**src/rtl/out_sig_monitor.sv**
```systemverilog
`timescale 1ns/1ps
// Purpose : compresses a stream of valid DUT output samples into a 32-bit MISR signature and checks it against a golden value.
// Latency : one edge per sample; done/match visible one cycle after the last valid sample (or one edge after start when num_cycles==0).
// Backpress: none; the observer never stalls, obs_valid simply qualifies each sample and low cycles hold state.
module out_sig_monitor #(
  parameter int unsigned OUT_W = 159,
  parameter int unsigned CNT_W = 16,
  parameter logic [31:0] POLY  = 32'h04C11DB7,
  parameter logic [31:0] SEED  = 32'hFFFFFFFF
) (
  input  logic             clk,
  input  logic             rst_n,
  input  logic             start,
  input  logic [CNT_W-1:0] num_cycles,
  input  logic             obs_valid,
  input  logic [OUT_W-1:0] obs_data,
  input  logic [31:0]      exp_sig,
  output logic             busy,
  output logic             done,
  output logic [31:0]      sig,
  output logic [CNT_W-1:0] sample_cnt,
  output logic             match
);

  // Observed bus is zero-padded up to a whole number of 32-bit chunks.
  localparam int NCHUNK = (OUT_W + 31) / 32;
  localparam int EXT_W  = NCHUNK * 32;
  localparam logic [CNT_W-1:0] CNT_ONE = {{(CNT_W-1){1'b0}}, 1'b1};

  typedef enum logic [1:0] {
    ST_IDLE = 2'd0,
    ST_RUN  = 2'd1,
    ST_DONE = 2'd2
  } state_e;

  state_e           state_q, state_d;
  logic [31:0]      sig_q, sig_d;
  logic [CNT_W-1:0] cnt_q, cnt_d;
  logic [CNT_W-1:0] tgt_q, tgt_d;
  logic             match_q, match_d;

  logic [EXT_W-1:0] obs_ext;
  logic [31:0]      fold;
  logic [31:0]      sig_upd;
  logic [CNT_W-1:0] cnt_inc;

  // Fold the padded sample into 32 bits by XOR-ing every chunk together.
  always_comb begin
    obs_ext = '0;
    obs_ext[OUT_W-1:0] = obs_data;
    fold = '0;
    for (int i = 0; i < NCHUNK; i++) begin
      fold = fold ^ obs_ext[i*32 +: 32];
    end
  end

  // One MISR shift with polynomial feedback plus the folded sample.
  always_comb begin
    sig_upd = {sig_q[30:0], 1'b0} ^ (sig_q[31] ? POLY : 32'h0) ^ fold;
    cnt_inc = cnt_q + CNT_ONE;
  end

  // Next-state logic: start is honoured only outside RUN; IDLE is left forever once a run begins.
  always_comb begin
    state_d = state_q;
    sig_d   = sig_q;
    cnt_d   = cnt_q;
    tgt_d   = tgt_q;
    match_d = match_q;
    case (state_q)
      ST_IDLE, ST_DONE: begin
        if (start) begin
          sig_d = SEED;
          cnt_d = '0;
          tgt_d = num_cycles;
          if (num_cycles == '0) begin
            // Empty run: the signature is just the seed, judged right away.
            state_d = ST_DONE;
            match_d = (SEED == exp_sig);
          end else begin
            state_d = ST_RUN;
            match_d = 1'b0;
          end
        end
      end
      ST_RUN: begin
        if (obs_valid) begin
          sig_d = sig_upd;
          cnt_d = cnt_inc;
          // Target is never above 2^CNT_W-1, so the counter stops before it could wrap.
          if (cnt_inc == tgt_q) begin
            state_d = ST_DONE;
            match_d = (sig_upd == exp_sig);
          end
        end
      end
      default: begin
        state_d = ST_IDLE;
      end
    endcase
  end

  // State and datapath registers; reset discards any partial run at once.
  always_ff @(posedge clk or negedge rst_n) begin
    if (!rst_n) begin
      state_q <= ST_IDLE;
      sig_q   <= SEED;
      cnt_q   <= '0;
      tgt_q   <= '0;
      match_q <= 1'b0;
    end else begin
      state_q <= state_d;
      sig_q   <= sig_d;
      cnt_q   <= cnt_d;
      tgt_q   <= tgt_d;
      match_q <= match_d;
    end
  end

  // Outputs come straight from registers; busy/done are state decodes.
  always_comb begin
    busy       = (state_q == ST_RUN);
    done       = (state_q == ST_DONE);
    sig        = sig_q;
    sample_cnt = cnt_q;
    match      = match_q;
  end

endmodule

```
**config.mk**
```make
export PLATFORM = sky130hd
export DESIGN_NAME = out_sig_monitor
export DESIGN_NICKNAME = d
export VERILOG_FILES = /design/src/rtl/out_sig_monitor.sv
export SDC_FILE = /design/constraint.sdc
export NUM_CORES = 1
export LEC_CHECK = 0
export ABC_CLOCK_PERIOD_IN_PS = 7000
export CAP_MARGIN = 20
export CORE_ASPECT_RATIO = 0.5
export CORE_UTILIZATION = 35
export CTS_BUF_LIST = sky130_fd_sc_hd__clkbuf_2 sky130_fd_sc_hd__clkbuf_4 sky130_fd_sc_hd__clkbuf_8
export CTS_CLUSTER_DIAMETER = 40
export DETAILED_ROUTE_END_ITERATION = 8
export MAX_ROUTING_LAYER = met4
export PLACE_DENSITY = 0.7
export RECOVER_POWER = 50
export SKIP_LAST_GASP = 1
export SLEW_MARGIN = 15
export SYNTH_ARGS = -nofsm -noshare
export SYNTH_HDL_FRONTEND = slang
export SYNTH_SLANG_ARGS = --single-unit
```
**constraint.sdc**
```tcl
create_clock -name clk -period 7 [get_ports clk]
set_clock_uncertainty 0.2 [all_clocks]
set_input_delay 0.7 -clock clk [delete_from_list [all_inputs] [get_ports clk]]
set_output_delay 0.7 -clock clk [all_outputs]
set_load 0.05 [all_outputs]
```
==> results of run 1 <==
==> routing by layer <==
layer / routed length (um) / track usage [%] / vias up
li1: - / - / 2453
met1: 7580 / 29.26 / 2477
met2: 9116 / 39.17 / 147
met3: 749 / 4.377 / 21
met4: 209 / 4.202 / 0
met5: 0 / - / -
==> worst max-delay path, delay by kind of cell <==
family / cells / cell delay (ns)
and+or+nand+nor: 2 / 0.23
buffers and inverters: 2 / 2.89
AOI/OAI and AO/OA: 2 / 0.39
==> logic make-up (layout without fill, tap and decap cells) <==
group,Yosys count,count (layout)
compound gates,115,115
fa+ha+maj,1,1
other cells,0,1
buf+inv,31,282
xor+xnor,183,183
simple gates,159,159
flops,67,67
mux,5,5
==> flip-flops by register name, indices dropped and copies added, names as in the netlist <==
signal,flops
state_q,2
sample_cnt,16
match,1
sig,32
tgt_q,16
==> final cells by class <==
type	count	area [um2]	share of cell area (%)
timing repair buffer	264	2619	30.92
clock inverter	6	87.58	1.034
antenna	1	2.502	0.02955
clock buffer	10	137.6	1.625
tap	198	247.7	2.925
multi-input combinational	463	3651	43.11
sequential	67	1717	20.27
inverter	2	7.507	0.08864
==> layout by cell type (no fill, tap or decap), types with 6 or more instances in the layout <==
| cell type | n |
|---|---|
| nand3_1 | 9 |
| a21oi_1 | 6 |
| xnor3_1 | 38 |
| nand2_1 | 69 |
| nor2_1 | 20 |
| dfrtp_1 | 35 |
| xnor2_1 | 105 |
| nand4_1 | 17 |
| xor2_1 | 39 |
| dfstp_2 | 32 |
| nor4_1 | 14 |
| o21ai_0 | 86 |
| o31ai_1 | 9 |
| clkbuf_8 | 10 |
| clkdlybuf4s50_1 | 258 |
==> final timing paths <==
| check | from | end | cells past startpoint |
|---|---|---|---|
| worst min register to register | tgt_q[7] | tgt_q[7] | 2 |
| worst min-delay path | tgt_q[7] | tgt_q[7] | 2 |
| min in group asynchronous | rst_n | tgt_q[11] | 2 |
| max in group asynchronous | rst_n | tgt_q[1] | 2 |
| worst max register to register | state_q[0] | sample_cnt[11] | 7 |
| worst max-delay path | obs_valid | sample_cnt[11] | 6 |
==> metrics by stage <==
| stage | util, % | power, mW |
|---|---|---|
| final | 56.86 | 3.091 |
| after global placement | 55.41 | 2.686 |
| after CTS | 56.92 | 3.102 |
| after detailed placement | 55.41 | 2.712 |
| after global routing | 56.85 | 3.271 |
| after floorplan | - | 2.129 |
==> power breakdown <==
group	switching [mW]	internal, mW
clock	0.168	0.210
combinational	0.990	0.934
sequential	0.178	0.610
==> impl_results.md, run 1 <==
* PD cells at 365.0 nW/um2
* Clk_lat worst skew at 0.36 ns
* I/O pins at 262
* Root Driver: clkbuf_8
* Mux share of post-synthesis cell area at 0.9548%
* FMAX at 232.5 MHz
* Area Overhead vs Synth at 53.88%
* Overall routed net length at 17660 um
* Adder-Cell Fraction of Synth Area at 0.2273%
* Tcrit/Tclk final at approximately three fifths
* Async SR Flop Fraction at 100.0%
* Outcome: finished, violations left
* GRT overflow at 0
* Std-Cell Rows at 31
* Design area at 8469 um2
* Leak Pwr at 3.369 nW
* Core area at about 15000 um2
* WL/cell at 17.46 um
* Critical Path AT at approximately 4.2 ns
* Area contributors post-synth: xnor2_1 (17%), dfrtp_1 (16%), xnor3_1 (16%)
* RSZ-0062 raised after global routing: no
* CP max FO at 85
* Sum Neg Setup Slack at 0 ns
* Syn_area_per_cell at 9.811 um2
* Number of remaining DRC errors at 0
* Final cell count without fillers at between 1000 and 1500
* Final #Nets at 1019
* Vias per cell at 5.043
* Worst-Margin Slew at 3.778 ns
* First-pass GRT wire length at approximately 28000 um
* Top cells by instance count after synthesis: xnor2_1 (105), o21ai_0 (86), nand2_1 (70)
* Vias in the first global route at 5245
* Yosys top cell area share at 16.71%
* # Post-CTS Setup Buffers at 0
* Placed cell areas at 8253 um2
* Drt pass-1 iters at 7
* Post-layout minimum cycle time at around 4.3 ns
* Post-synth net total at 773
* Num CTS Buffers at 9
* Post-synthesis register bit count at 67
* Peak VDD IR at approximately 180 uV
* CTS tree: done
* Fin worst setup slack at 2.699 ns
* Register area share after synthesis at 31.19%
* CTS Sinks at 67
* # resized after CTS at 0
* Initial DRC Count at around 280
* Initial antenna violation count at 0
* Slowest CP cell: clkbuf_1
* Setup slack at placement at 3.356 ns
* Mapped Cells at 561
* Top_reg_cell synth: dfrtp_1
* Failing checks: max-capacitance violations, max-slew violations
* Die X at between 150 and 200 um
* Post-synthesis cell area at 5504 um2
* Routability-driven placement congestion ratio at 0.8978
* Crit path required time at 6.92 ns
* Setup slack, reg-to-reg at 2.88 ns
* Final setup viols at 0
* Via count at 5098
* Total track usage at 23.26%
* Filler Cell Count at 1341
* Port Buf Inserts at 261
* Simple-gate share of the synthesized area at between 10% and 20%
* Number of H-tree levels at 3
* Crit-path cells: dlygate4sd3_1, nand2_2, clkbuf_1, nor2_1, o21ai_0, o41ai_1
* Post-Synth XOR/XNOR Area at 38.90%
* Fin. Hold Viols at 0
* Largest area contributor in the netlist: xnor2_1
* Post-synth EDFFs at 0
* Post-synth cell types at 47
* Synth Area in Compound Gates at 11.68%
* Final ANT Viol Nets at 0
* Count leader, synth: xnor2_1
* Placed cell count at 994
* CP Launch Type: primary input
* Clock Pin Slew Worst Setup and Hold Paths at 0.08 ns
* Number of synthesis warnings at 0
* Die Footprint at 16260 um2
* Setup Crit Path Kind: in2reg
* Main combinational cell family by area after synthesis: XOR/XNOR gates
* Largest stage delay on the critical path at 2.27 ns
* Max Cap Viol at 3
* Chip Height at 90.68 um
* Layout cell share with drive strength beyond 1 at around 6.7%
* Clock tree buffer depth at 2
* Relative slew margins at -151.9%
* Hold Slack at 0.3052 ns
* Initial core utilization at 36.95%
* Endpoint kind of the worst setup timing path: flop
* CTS Hold Bufs at 0
* HPWL after DPL at 14010 um
* Pins over their slew limit at 204
* Worst min path class: reg2reg
* Largest net degree at the start of global routing at 86
(Power assumes the default switching activity.)
==> run 2, diff against run 1 <==
- ABC_CLOCK_PERIOD_IN_PS: 7000 -> 4050
- clock period: 7 -> 4.05 ns (I/O delays scaled with it)
==> run 2 against run 1 <==
  * The run still ends with max-capacitance violations, max-slew violations left
  * Critical path depth is 1 higher
  * Sequential power is 71% higher
  * Flip-flop and latch count stayed put
  * Die area stayed put
  * Clock power is 38% higher
  * Critical path type is now reg2reg
  * Largest power group unchanged
==> impl_results.md, run 2 (synthesis gave the netlist of run 1 again) <==
* Clock tree buffer depth at 2 (unchanged)
* Clock Pin Slew Worst Setup and Hold Paths at 0.08 ns (about the same)
* # Post-CTS Setup Buffers at 0 (unchanged)
* Failing checks: max-capacitance violations, max-slew violations
* # resized after CTS at 0 (unchanged)
* Post-layout minimum cycle time at 3.345 ns
* Layout cell share with drive strength beyond 1 at 6.634% (-0.016 points)
* FMAX at 299.0 MHz
* Num CTS Buffers at 9 (unchanged)
* Chip Height at 90.68 um (unchanged)
* CTS Sinks at 67 (unchanged)
* Final ANT Viol Nets at 0 (unchanged)
* CP top delay family: XOR/XNOR gates
* Worst-Margin Slew at 2.231 ns (-1.548 ns)
* Number of remaining DRC errors at 0 (unchanged)
* Routability-driven placement congestion ratio at 0.9210 (+2.6%)
* Final setup viols at 0 (unchanged)
* Buf+Inv Stages, Crit Path at 0 (-2)
* Total track usage at 22.65% (-0.62 points)
* Worst min path class: reg2reg
* Vias per cell at 5.028 (-0.29%)
* Initial antenna violation count at 0 (unchanged)
* Crit-path cells: xnor3_1, xnor3_1, xnor2_1, nor4_1, nand4_1, o41ai_1, mux2_1
* Inserted Diodes at 0 (-1)
* Commonest cells after routing, fill and taps aside: clkdlybuf4s50_1 (254), xnor2_1 (105), o21ai_0 (86)
* First-pass GRT wire length at 27430 um (-3.1%)
* Core area at 14890 um2 (unchanged)
* Die Footprint at 16260 um2 (unchanged)
* Area Overhead vs Synth at 53.10%
* CP Launch Type: flop
* Largest stage delay on the critical path at 0.81 ns (-1.46 ns)
* Most used cell, CP: xnor3_1
* Leak Pwr at 3.371 nW (about the same)
* Fin. Hold Viols at 0 (unchanged)
* Largest net degree at the start of global routing at 56 (-35%)
* Endpoint kind of the worst setup timing path: flop
* Tcrit/Tclk final at between 80 and 90%
* Die X at 179.3 um (unchanged)
* Number of H-tree levels at 3 (unchanged)
* CTS tree: done
* WL/cell at 17.38 um (-0.50%)
* Initial core utilization at 36.95% (unchanged)
* Setup Crit Path Kind: reg2reg
* Std-Cell Rows at 31 (unchanged)
* PD cells at 617.8 nW/um2 (+69%)
* CTS Hold Bufs at 0 (unchanged)
* RSZ-0062 raised after global routing: no
* Drt pass-1 iters at 7 (unchanged)
* Max FFs per register at 32 (unchanged)
* Tot Pwr at 5.206 mW (+68%)
* Placed cell areas at 8268 um2 (+0.18%)
* Root Driver: clkbuf_8
* Design area at 8427 um2 (-0.50%)
* Pins over their slew limit at 147 (-28%)
* Relative slew margins at -48.72% (+100 points)
* HPWL after DPL at 14130 um (+0.86%)
* Initial DRC Count at 332 (+19%)
* Outcome: finished, violations left
* Final #Nets at 1021 (+0.20%)
* Most common cell after layout, fill and taps aside: clkdlybuf4s50_1
* Overall routed net length at 17580 um (-0.40%)
* I/O pins at 262 (unchanged)
* Port Buf Inserts at 261 (unchanged)
* Crit path required time at 4.14 ns (-2.78 ns)
* Slowest CP cell: dfstp_2
* Max Cap Viol at 3 (unchanged)
* CP max FO at 16 (-81%)
* Via count at 5088 (-0.20%)
* Sum Neg Setup Slack at 0 ns (unchanged)
* Peak VDD IR at 346.8 uV (+90%)
* Vias in the first global route at 5078 (-3.2%)
* Critical Path AT at 3.44 ns (-0.78 ns)
* GRT overflow at 0 (unchanged)
* Clk_lat worst skew at 0.35 ns (about the same)
[run 2: layout make-up]
cell class / count / area (um2)
Tap cell: 198 / 247.7
Fill cell: 1339 / 6467
Clock inverter: 5 / 28.78
Inverter: 2 / 7.507
Clock buffer: 11 / 145.1
Timing Repair Buffer: 266 / 2633
Sequential cell: 67 / 1717
Multi-Input combinational cell: 463 / 3649
[run 2: final timing paths]
check / end / from / cells past startpoint / slack [ns]
min in group asynchronous: tgt_q[11] / rst_n / 1 / 0.50
max in group asynchronous: match / rst_n / 2 / 1.45
setup reg to reg: match / sig[31] / 7 / 0.71
hold / removal: tgt_q[11] / tgt_q[11] / 2 / 0.30
hold reg to reg: tgt_q[11] / tgt_q[11] / 2 / 0.30
setup / recovery: match / sig[31] / 7 / 0.71
[run 2: power breakdown]
group | internal [mW] | switching [mW] | total [mW] | leakage (nW)
Sequential | 1.05 | 0.296 | 1.35 | 0.794
Combinational | 1.62 | 1.72 | 3.34 | 2.49
Clock | 0.242 | 0.281 | 0.523 | 0.0862
[run 2: routing by layer]
layer	vias up	GRT usage, %	routed length (um)
li1	2467	-	-
met1	2440	28.57	7507
met2	166	38.14	9080
met3	15	4.082	835
met4	0	4.132	161
met5	-	-	0
[run 2: worst register-to-register path, stage by stage (launching register included)]
cell	delay (ns)
dfstp_2	0.81
xnor3_1	0.49
xnor3_1	0.23
xnor2_1	0.14
nor4_1	0.37
nand4_1	0.15
o41ai_1	0.67
mux2_1	0.22
[run 2: per-stage QoR]
step	hold slack, ns	instances	worst slack, ns	utilization (%)
after floorplan	-0.09059	561	0.9038	-
after global placement	0.2811	996	0.7090	55.51
after detailed placement	0.2815	996	0.6700	55.51
after CTS	0.009488	1012	0.6475	56.68
after global routing	0.3176	1012	0.5303	56.58
final	0.2972	1012	0.7054	56.58
